[config.mk]
export PLATFORM = sky130hd
export DESIGN_NAME = reg_writeback_ctrl
export DESIGN_NICKNAME = d
export VERILOG_FILES = /design/src/rtl/reg_writeback_ctrl_pkg.sv /design/src/rtl/reg_writeback_ctrl_hold_buf.sv /design/src/rtl/reg_writeback_ctrl.sv
export SDC_FILE = /design/constraint.sdc
export NUM_CORES = 1
export LEC_CHECK = 0
export BUFFER_PORTS_ARGS = -buffer_cell sky130_fd_sc_hd__buf_2
export CAP_MARGIN = 10
export CORE_ASPECT_RATIO = 0.8
export CORE_MARGIN = 4
export CORE_UTILIZATION = 54
export DETAILED_ROUTE_END_ITERATION = 12
export PLACE_DENSITY = 0.81
export SLEW_MARGIN = 20
export SYNTH_ARGS = -nofsm -noshare
export SYNTH_HDL_FRONTEND = slang
export SYNTH_HIERARCHICAL = 1
export SYNTH_SLANG_ARGS = --single-unit
[constraint.sdc]
create_clock -name CLK -period 2.9 [get_ports CLK]
set_input_delay 0.145 -clock CLK [delete_from_list [all_inputs] [get_ports CLK]]
set_output_delay 0.145 -clock CLK [all_outputs]
set_load 0.03 [all_outputs]
[src/rtl/reg_writeback_ctrl_pkg.sv]
// Shared types and constants for the register write-back stage.
package reg_writeback_ctrl_pkg;
  localparam int WORD_SIZE = 19;
  localparam int CNT_W     = 16;

  typedef enum logic [1:0] {
    REG_NONE = 2'b00,
    REG_A    = 2'b01,
    REG_B    = 2'b10,
    REG_C    = 2'b11
  } reg_sel_t;

  typedef enum logic {
    WB_IDLE = 1'b0,
    WB_HELD = 1'b1
  } wb_state_t;
endpackage

[src/rtl/reg_writeback_ctrl_hold_buf.sv]
// One-entry holding buffer for an ALU result that lost arbitration to a load.
module wb_hold_buf
  import reg_writeback_ctrl_pkg::*;
#(
  parameter int WORD_SIZE = reg_writeback_ctrl_pkg::WORD_SIZE
) (
  input  logic                 clk,
  input  logic                 rst,
  input  logic                 load,
  input  logic                 clear,
  input  reg_sel_t             in_dest,
  input  logic [WORD_SIZE-1:0] in_data,
  output logic                 valid,
  output reg_sel_t             dest,
  output logic [WORD_SIZE-1:0] data
);

  always_ff @(posedge clk) begin
    if (rst) begin
      valid <= 1'b0;
      dest  <= REG_NONE;
      data  <= '0;
    end else if (load) begin
      valid <= 1'b1;
      dest  <= in_dest;
      data  <= in_data;
    end else if (clear) begin
      valid <= 1'b0;
      dest  <= REG_NONE;
      data  <= '0;
    end
  end

endmodule

[src/rtl/reg_writeback_ctrl.sv]
// Write-back merge of ALU results and load returns into one registered write port.
// Optional decode bypass outputs are enabled by defining WB_FORWARD_EN.
module reg_writeback_ctrl #(
  parameter int WORD_SIZE = reg_writeback_ctrl_pkg::WORD_SIZE,
  parameter int CNT_W     = reg_writeback_ctrl_pkg::CNT_W
) (
  input  logic                 CLK,
  input  logic                 RST,
  input  logic                 ALU_VALID,
  input  logic [1:0]           ALU_DEST,
  input  logic [WORD_SIZE-1:0] ALU_DATA,
  output logic                 ALU_READY,
  input  logic                 MEM_VALID,
  input  logic [1:0]           MEM_DEST,
  input  logic [WORD_SIZE-1:0] MEM_DATA,
  output logic [WORD_SIZE-1:0] WB_DATA,
  output logic                 LOAD_A,
  output logic                 LOAD_B,
  output logic                 LOAD_C,
  output logic [CNT_W-1:0]     WB_COUNT,
`ifdef WB_FORWARD_EN
  output logic                 FWD_VALID,
  output logic [1:0]           FWD_DEST,
  output logic [WORD_SIZE-1:0] FWD_DATA,
`endif
  output logic                 DBG_STATE
);
  import reg_writeback_ctrl_pkg::*;

  // Handshake: an ALU result transfers on a cycle where ALU_VALID and ALU_READY
  // are both high; ALU_READY depends on state only. Loads are always accepted.
  wb_state_t            state, state_nxt;
  logic                 alu_acc;
  logic                 pend_valid, wr_en;
  reg_sel_t             pend_dest;
  logic [WORD_SIZE-1:0] pend_data;
  logic                 hold_load, hold_clear, hold_valid;
  reg_sel_t             hold_dest;
  logic [WORD_SIZE-1:0] hold_data;

  assign ALU_READY = (state == WB_IDLE);
  assign DBG_STATE = state;
  assign alu_acc   = ALU_VALID && ALU_READY;

  wb_hold_buf #(.WORD_SIZE(WORD_SIZE)) u_hold (
    .clk     (CLK),
    .rst     (RST),
    .load    (hold_load),
    .clear   (hold_clear),
    .in_dest (reg_sel_t'(ALU_DEST)),
    .in_data (ALU_DATA),
    .valid   (hold_valid),
    .dest    (hold_dest),
    .data    (hold_data)
  );

  always_comb begin
    state_nxt  = state;
    pend_valid = 1'b0;
    pend_dest  = REG_NONE;
    pend_data  = '0;
    hold_load  = 1'b0;
    hold_clear = 1'b0;
    case (state)
      WB_IDLE: begin
        if (MEM_VALID) begin
          pend_valid = 1'b1;
          pend_dest  = reg_sel_t'(MEM_DEST);
          pend_data  = MEM_DATA;
          // A colliding ALU result with no destination has nothing to park.
          if (alu_acc && reg_sel_t'(ALU_DEST) != REG_NONE) begin
            hold_load = 1'b1;
            state_nxt = WB_HELD;
          end
        end else if (alu_acc) begin
          pend_valid = 1'b1;
          pend_dest  = reg_sel_t'(ALU_DEST);
          pend_data  = ALU_DATA;
        end
      end
      WB_HELD: begin
        if (MEM_VALID) begin
          pend_valid = 1'b1;
          pend_dest  = reg_sel_t'(MEM_DEST);
          pend_data  = MEM_DATA;
        end else begin
          pend_valid = hold_valid;
          pend_dest  = hold_dest;
          pend_data  = hold_data;
          hold_clear = 1'b1;
          state_nxt  = WB_IDLE;
        end
      end
      default: state_nxt = WB_IDLE;
    endcase
  end

  assign wr_en = pend_valid && (pend_dest != REG_NONE);

  always_ff @(posedge CLK) begin
    if (RST) begin
      state    <= WB_IDLE;
      WB_DATA  <= '0;
      LOAD_A   <= 1'b0;
      LOAD_B   <= 1'b0;
      LOAD_C   <= 1'b0;
      WB_COUNT <= '0;
    end else begin
      state  <= state_nxt;
      LOAD_A <= wr_en && (pend_dest == REG_A);
      LOAD_B <= wr_en && (pend_dest == REG_B);
      LOAD_C <= wr_en && (pend_dest == REG_C);
      if (wr_en) begin
        WB_DATA  <= pend_data;
        WB_COUNT <= WB_COUNT + CNT_W'(1);
      end
    end
  end

`ifdef WB_FORWARD_EN
  // FWD_DATA tracks the WB_DATA value after the next edge.
  assign FWD_VALID = !RST && wr_en;
  assign FWD_DEST  = FWD_VALID ? pend_dest : 2'b00;
  assign FWD_DATA  = RST ? '0 : (wr_en ? pend_data : WB_DATA);
`endif

endmodule

# ---- Word level (Yosys, flattened, before mapping)
# Cells that the tools add are included.
dict set report word_totals {
  register_bits 61
  out_inout_bits 40
}
dict set report classes {
  muxes 25
  add_sub_neg 1
  eq_ne 3
  bitwise_logic 1
  n_reduce_logical 9
}
# cell n
set op_table {}
lappend op_table {{19-bit 2-to-1 mux} 5}
lappend op_table {{19-bit one-hot mux with 2 select lines} 1}
lappend op_table {{16-bit by 1-bit adder with 16-bit output, second input constant} 1}
lappend op_table {{1-bit 2-to-1 mux} 11}
lappend op_table {{2-bit 2-to-1 mux} 5}
lappend op_table {{1-bit logical AND} 6}
lappend op_table {{2-bit nonzero test} 3}
lappend op_table {{2-bit equality test, second input constant} 2}
lappend op_table {{1-bit one-hot mux with 2 select lines} 2}
lappend op_table {{2-bit one-hot mux with 2 select lines} 1}
lappend op_table {{2-bit by 1-bit equality test with 1-bit output, second input constant} 1}
lappend op_table {{1-bit inverter} 1}

# ---- Longest topological paths before layout
dict set report logic_depth {
  ltp_word 8
  mapped_depth 8
  mapped_depth_nobuf 5
}

# ---- Modules after synthesis
# Netlist, hierarchy kept.
# mod area_each_um2 n_inst cells_per_inst
set modules_own_cells {}
lappend modules_own_cells {reg_writeback_ctrl 2457.4 1 265}
lappend modules_own_cells {wb_hold_buf 1011.0 1 98}

# ---- Worst setup path after synthesis
# OpenSTA, ideal clock, no wires.
dict set report synth_timing {
  path_kind {register -> register}
  start {register state (netlist: DBG_STATE)}
  end {register WB_COUNT[3]}
  path_slack_ns 0.986
  n_path_buf 3
  arrival_time_ns 1.790
  path_stages_with_launch 8
  setup_ns 0.123
  path_cell_list {dfxtp_1 buf_6 a21oi_1 a22o_1 buf_6 buf_2 a211oi_2 mux2_1}
}
dict set report synth_between {
  elab_chain_len 7
  elab_cells_between_ends 10
  cone_classes {mux (6); bitwise (1); reduce/logical (3)}
}
# element line_no
set synth_lines {}
lappend synth_lines {{from (decl)} reg_writeback_ctrl.sv:32} ;# wb_state_t state, state_nxt;
lappend synth_lines {{from (signal assigned)} reg_writeback_ctrl.sv:109} ;# state <= state_nxt;
lappend synth_lines {{1-bit inverter} n/a}
lappend synth_lines {{1-bit logical AND} reg_writeback_ctrl.sv:43} ;# assign alu_acc = ALU_VALID && ALU_READY;
lappend synth_lines {{2-bit 2-to-1 mux} reg_writeback_ctrl.sv:75} ;# end else if (alu_acc) begin
lappend synth_lines {{2-bit 2-to-1 mux} reg_writeback_ctrl.sv:66} ;# if (MEM_VALID) begin
lappend synth_lines {{2-bit one-hot mux with 2 select lines} reg_writeback_ctrl.sv:64} ;# case (state)
lappend synth_lines {{2-bit nonzero test} reg_writeback_ctrl.sv:98} ;# assign wr_en = pend_valid && (pend_dest != REG_NONE);
lappend synth_lines {{1-bit logical AND (*)} reg_writeback_ctrl.sv:98}
lappend synth_lines {{to (signal assigned)} reg_writeback_ctrl.sv:115} ;# WB_COUNT <= WB_COUNT + CNT_W'(1);
lappend synth_lines {{to (decl)} reg_writeback_ctrl.sv:20} ;# output logic [CNT_W-1:0] WB_COUNT,
# Every way passes the cells marked *; elsewhere a longest branch is shown, timed or not.
# A chain may end at the register's enable or synchronous reset.

# ---- Final worst setup path
dict set report layout_timing {
  start {register state (netlist: DBG_STATE)}
  end {register WB_DATA[9]}
}
dict set report layout_between {
  elab_chain_len 7
  elab_cells_between_ends 13
  cone_classes {mux (9); bitwise (1); reduce/logical (3)}
}
# element line_no
set layout_lines {}
lappend layout_lines {{1-bit inverter} n/a}
lappend layout_lines {{1-bit logical AND} reg_writeback_ctrl.sv:43}
lappend layout_lines {{2-bit 2-to-1 mux} reg_writeback_ctrl.sv:75}
lappend layout_lines {{2-bit 2-to-1 mux} reg_writeback_ctrl.sv:66}
lappend layout_lines {{2-bit one-hot mux with 2 select lines} reg_writeback_ctrl.sv:64}
lappend layout_lines {{2-bit nonzero test} reg_writeback_ctrl.sv:98}
lappend layout_lines {{1-bit logical AND} reg_writeback_ctrl.sv:98}
lappend layout_lines {{to (signal assigned)} reg_writeback_ctrl.sv:114} ;# WB_DATA <= pend_data;
lappend layout_lines {{to (decl)} reg_writeback_ctrl.sv:16} ;# output logic [WORD_SIZE-1:0] WB_DATA,
# Parallel ways exist; a longest one is shown, timed or not.

==> impl_metrics.yaml <==
setup_path:
  cp-end-kind: "register"
  r2r_cells: 4
  cp.arrival_ns: 2.79
  crit_type: "reg2reg"
  crit_required_ns: 3.16
  r2r_slack_ns: 0.37
  cp_max_fo: 20
  cp-start-kind: "register"
  timing.rr.end: "WB_DATA[9]"
  r2r-start: "DBG_STATE"
worst_hold_path:
  hp-start: "ALU_DATA[17]"
  holdPathEnd: "u_hold/data[17]"
  hp-class: "in2reg"
  hold_depth: 3
die:
  initial_core_util: 0.572
  core_um2: 6070
  rows: 25
  io-pin-count: 86
  chipHeight_um: 79.7
  dieArea_um2: 7780
  die_w_um: 97.6
cells_and_area:
  n_antenna_cell: 0
  drive_gt1_frac: 0.335
  final_common_cell: "buf_2"
  instances_no_fill: 520
  fill_cells: 495
  post-route-cell-area_um2: 4050
  final-seq-area_um2: 1220
  mostFrequentLayoutCells: "85 x buf_2, 61 x dfxtp_1, 42 x inv_1"
  syn_to_final_growth_pct: 16.6
  nNetsFinal: 482
  multi_input_comb_area_um2: 1890
clock_tree:
  cts.sink_count: 61
  cts_resized: 0
  post_cts_buffers: 0
  cts_made_buffers: 9
  clockBufferDepth: 2
  cts-root-buf: "clkbuf_8"
  cts_tree: "done"
  htree_levels: 3
  clock_latency_ns: 0.34
  cts_hold_buf: 0
  cts.clk_slew.worst_paths_ns: 0.07
global_route:
  grt_pass1_wl_mm: 14.0
  grt_pass1_vias: 2880
  grtUsageTotal: 0.224
  overflow: 0
  grt_max_degree: 59
  antenna_found_initial: 0
logic_synthesis:
  synthXorXnorAreaFrac: 0
  synth_area_leaders: "dfxtp_1 35%, o32ai_2 9.4%, mux2i_1 5.8%"
  ys_types: 39
  synthSimpleGateAreaFrac: 0.160
  synth_top_family_by_area: "compound AO/OA/AOI/OAI gates"
  ys_async_sr_fraction: 0
  seq_area_frac_synth: 0.352
  synth_cells: 363
  yosysWarningCount: 6
  synth_top_area_cell: "dfxtp_1"
  synth-edff-count: 0
  syn_avg_cell_area_um2: 9.55
  syn-num-nets: 410
  synth_area_um2: 3470
  synth-compound-area-share: 0.270
  synth_top_area_frac: 0.352
  synth_mux_area_frac: 0.110
  ys_ff_latch: 61
  synth_flop_cell: "dfxtp_1"
  synthAdderAreaFrac: 0.00361
timing:
  fin_skew_ns: 0.00707
  fmax_mhz: 396
  rsz0062_at_grt: "false"
  period_minus_slack_ns: 2.53
  timing.hold.ws_ns: 0.0615
  post-route-period-util: 0.871
  drv_slew: 0
  finalHoldViolCount: 0
  setup_tns_ns: 0
  slew_headroom: 0.348
  setup_viol: 0
  tightestPinTransition_ns: 0.978
job:
  timing.max_cap.violations: 0
power:
  irDropWorstVdd_mv: 0.240
  p_per_area_nw_per_um2: 483
  p_leak_nw: 1.75
drt:
  via_per_inst: 5.74
  routedWlPerCell_um: 15.9
  drt_pass1_iterations: 4
  drt_iter0_markers: 193
  finalWirelength_mm: 8.25
  ant_nets: 0
  vias: 2984
  drcViolationCount: 0
placement:
  place_area_um2: 3890
  placed_cells: 505
  hpwl_mm: 5.91
  place_congestion: 0.803
  io_buffers: 85
outcome:
  outcome: "completed"
## power by group
| part | internal, W | leakage [nW] | switching, W | total [W] |
|---|---|---|---|---|
| Combinational | 0.000147 | 1.16 | 0.000246 | 0.000393 |
| Sequential | 0.000884 | 0.498 | 0.0000301 | 0.000914 |
| Clock | 0.000327 | 0.0833 | 0.000319 | 0.000645 |
| Total | 0.00136 | 1.75 | 0.000594 | 0.00195 |
## synthesized netlist by cell type, types with 2 or more instances
| cell type | instances |
|---|---|
| dfxtp_1 | 61 |
| inv_1 | 42 |
| nand2_1 | 28 |
| nand2b_1 | 23 |
| mux2i_1 | 20 |
| o32ai_2 | 20 |
| a211o_1 | 19 |
| a221oi_1 | 19 |
| nor2_1 | 17 |
| nor2b_1 | 17 |
| mux2_1 | 15 |
| clkbuf_1 | 14 |
| buf_2 | 11 |
| buf_6 | 8 |
| a2111oi_2 | 7 |
| a21oi_1 | 6 |
| nand3_1 | 6 |
| a211oi_2 | 5 |
| and3_1 | 2 |
| and4_1 | 2 |
| nand3b_1 | 2 |
| o21ai_0 | 2 |
## worst max-delay path: stages, from the launching register on
cell,delay [ns]
dfxtp_1,0.77
nand3b_1,0.19
a22o_1,0.36
a21o_1,0.83
mux2i_1,0.29
## per-layer routing
metal	share of wire	track usage	vias to the layer above
li1	-	-	1436
met1	0.43	0.278	1441
met2	0.48	0.367	93
met3	0.070	0.0734	14
met4	0.018	0.0830	0
met5	0	0	-
## state kept, by name (all words and copies together) (netlist names)
| signal | count |
|---|---|
| LOAD_B | 1 |
| WB_DATA | 19 |
| WB_COUNT | 16 |
| LOAD_C | 1 |
| LOAD_A | 1 |
| DBG_STATE | 1 |
| u_hold/valid | 1 |
| u_hold/dest | 2 |
| u_hold/data | 19 |
## stage by stage
stage,total power (W),setup WS (ns),utilization
floorplan,0.00122,0.986,-
global placement,0.00131,0.443,0.640
detailed placement,0.00133,0.353,0.640
CTS,0.00197,0.353,0.667
global route,0.00205,0.164,0.667
finish,0.00195,0.373,0.667
## cell families (layout without fill, tap and decap cells)
family	after synthesis	count (layout)
compound gates	83	83
fa+ha+maj	1	1
buf+inv	77	153
flops	61	61
mux	36	36
simple gates	105	105
## area by class of cell
cell class | instances | area share
Clock buffer | 13 | 0.0368
Clock inverter | 2 | 0.00247
Inverter | 43 | 0.0399
Multi-Input combinational cell | 225 | 0.467
Sequential cell | 61 | 0.302
Tap cell | 81 | 0.0251
Timing Repair Buffer | 95 | 0.127
## worst max-delay path by stage
stage / slack [ns] / startpoint / cells after the start / to
floorplan: 0.99 / DBG_STATE / 7 / WB_COUNT[3]
global placement: 0.44 / DBG_STATE / 4 / WB_DATA[14]
detailed placement: 0.35 / DBG_STATE / 4 / WB_DATA[9]
CTS: 0.35 / DBG_STATE / 4 / WB_DATA[9]
global route: 0.16 / DBG_STATE / 4 / WB_DATA[0]
finish: 0.37 / DBG_STATE / 4 / WB_DATA[9]
(Power assumes the default switching activity.)
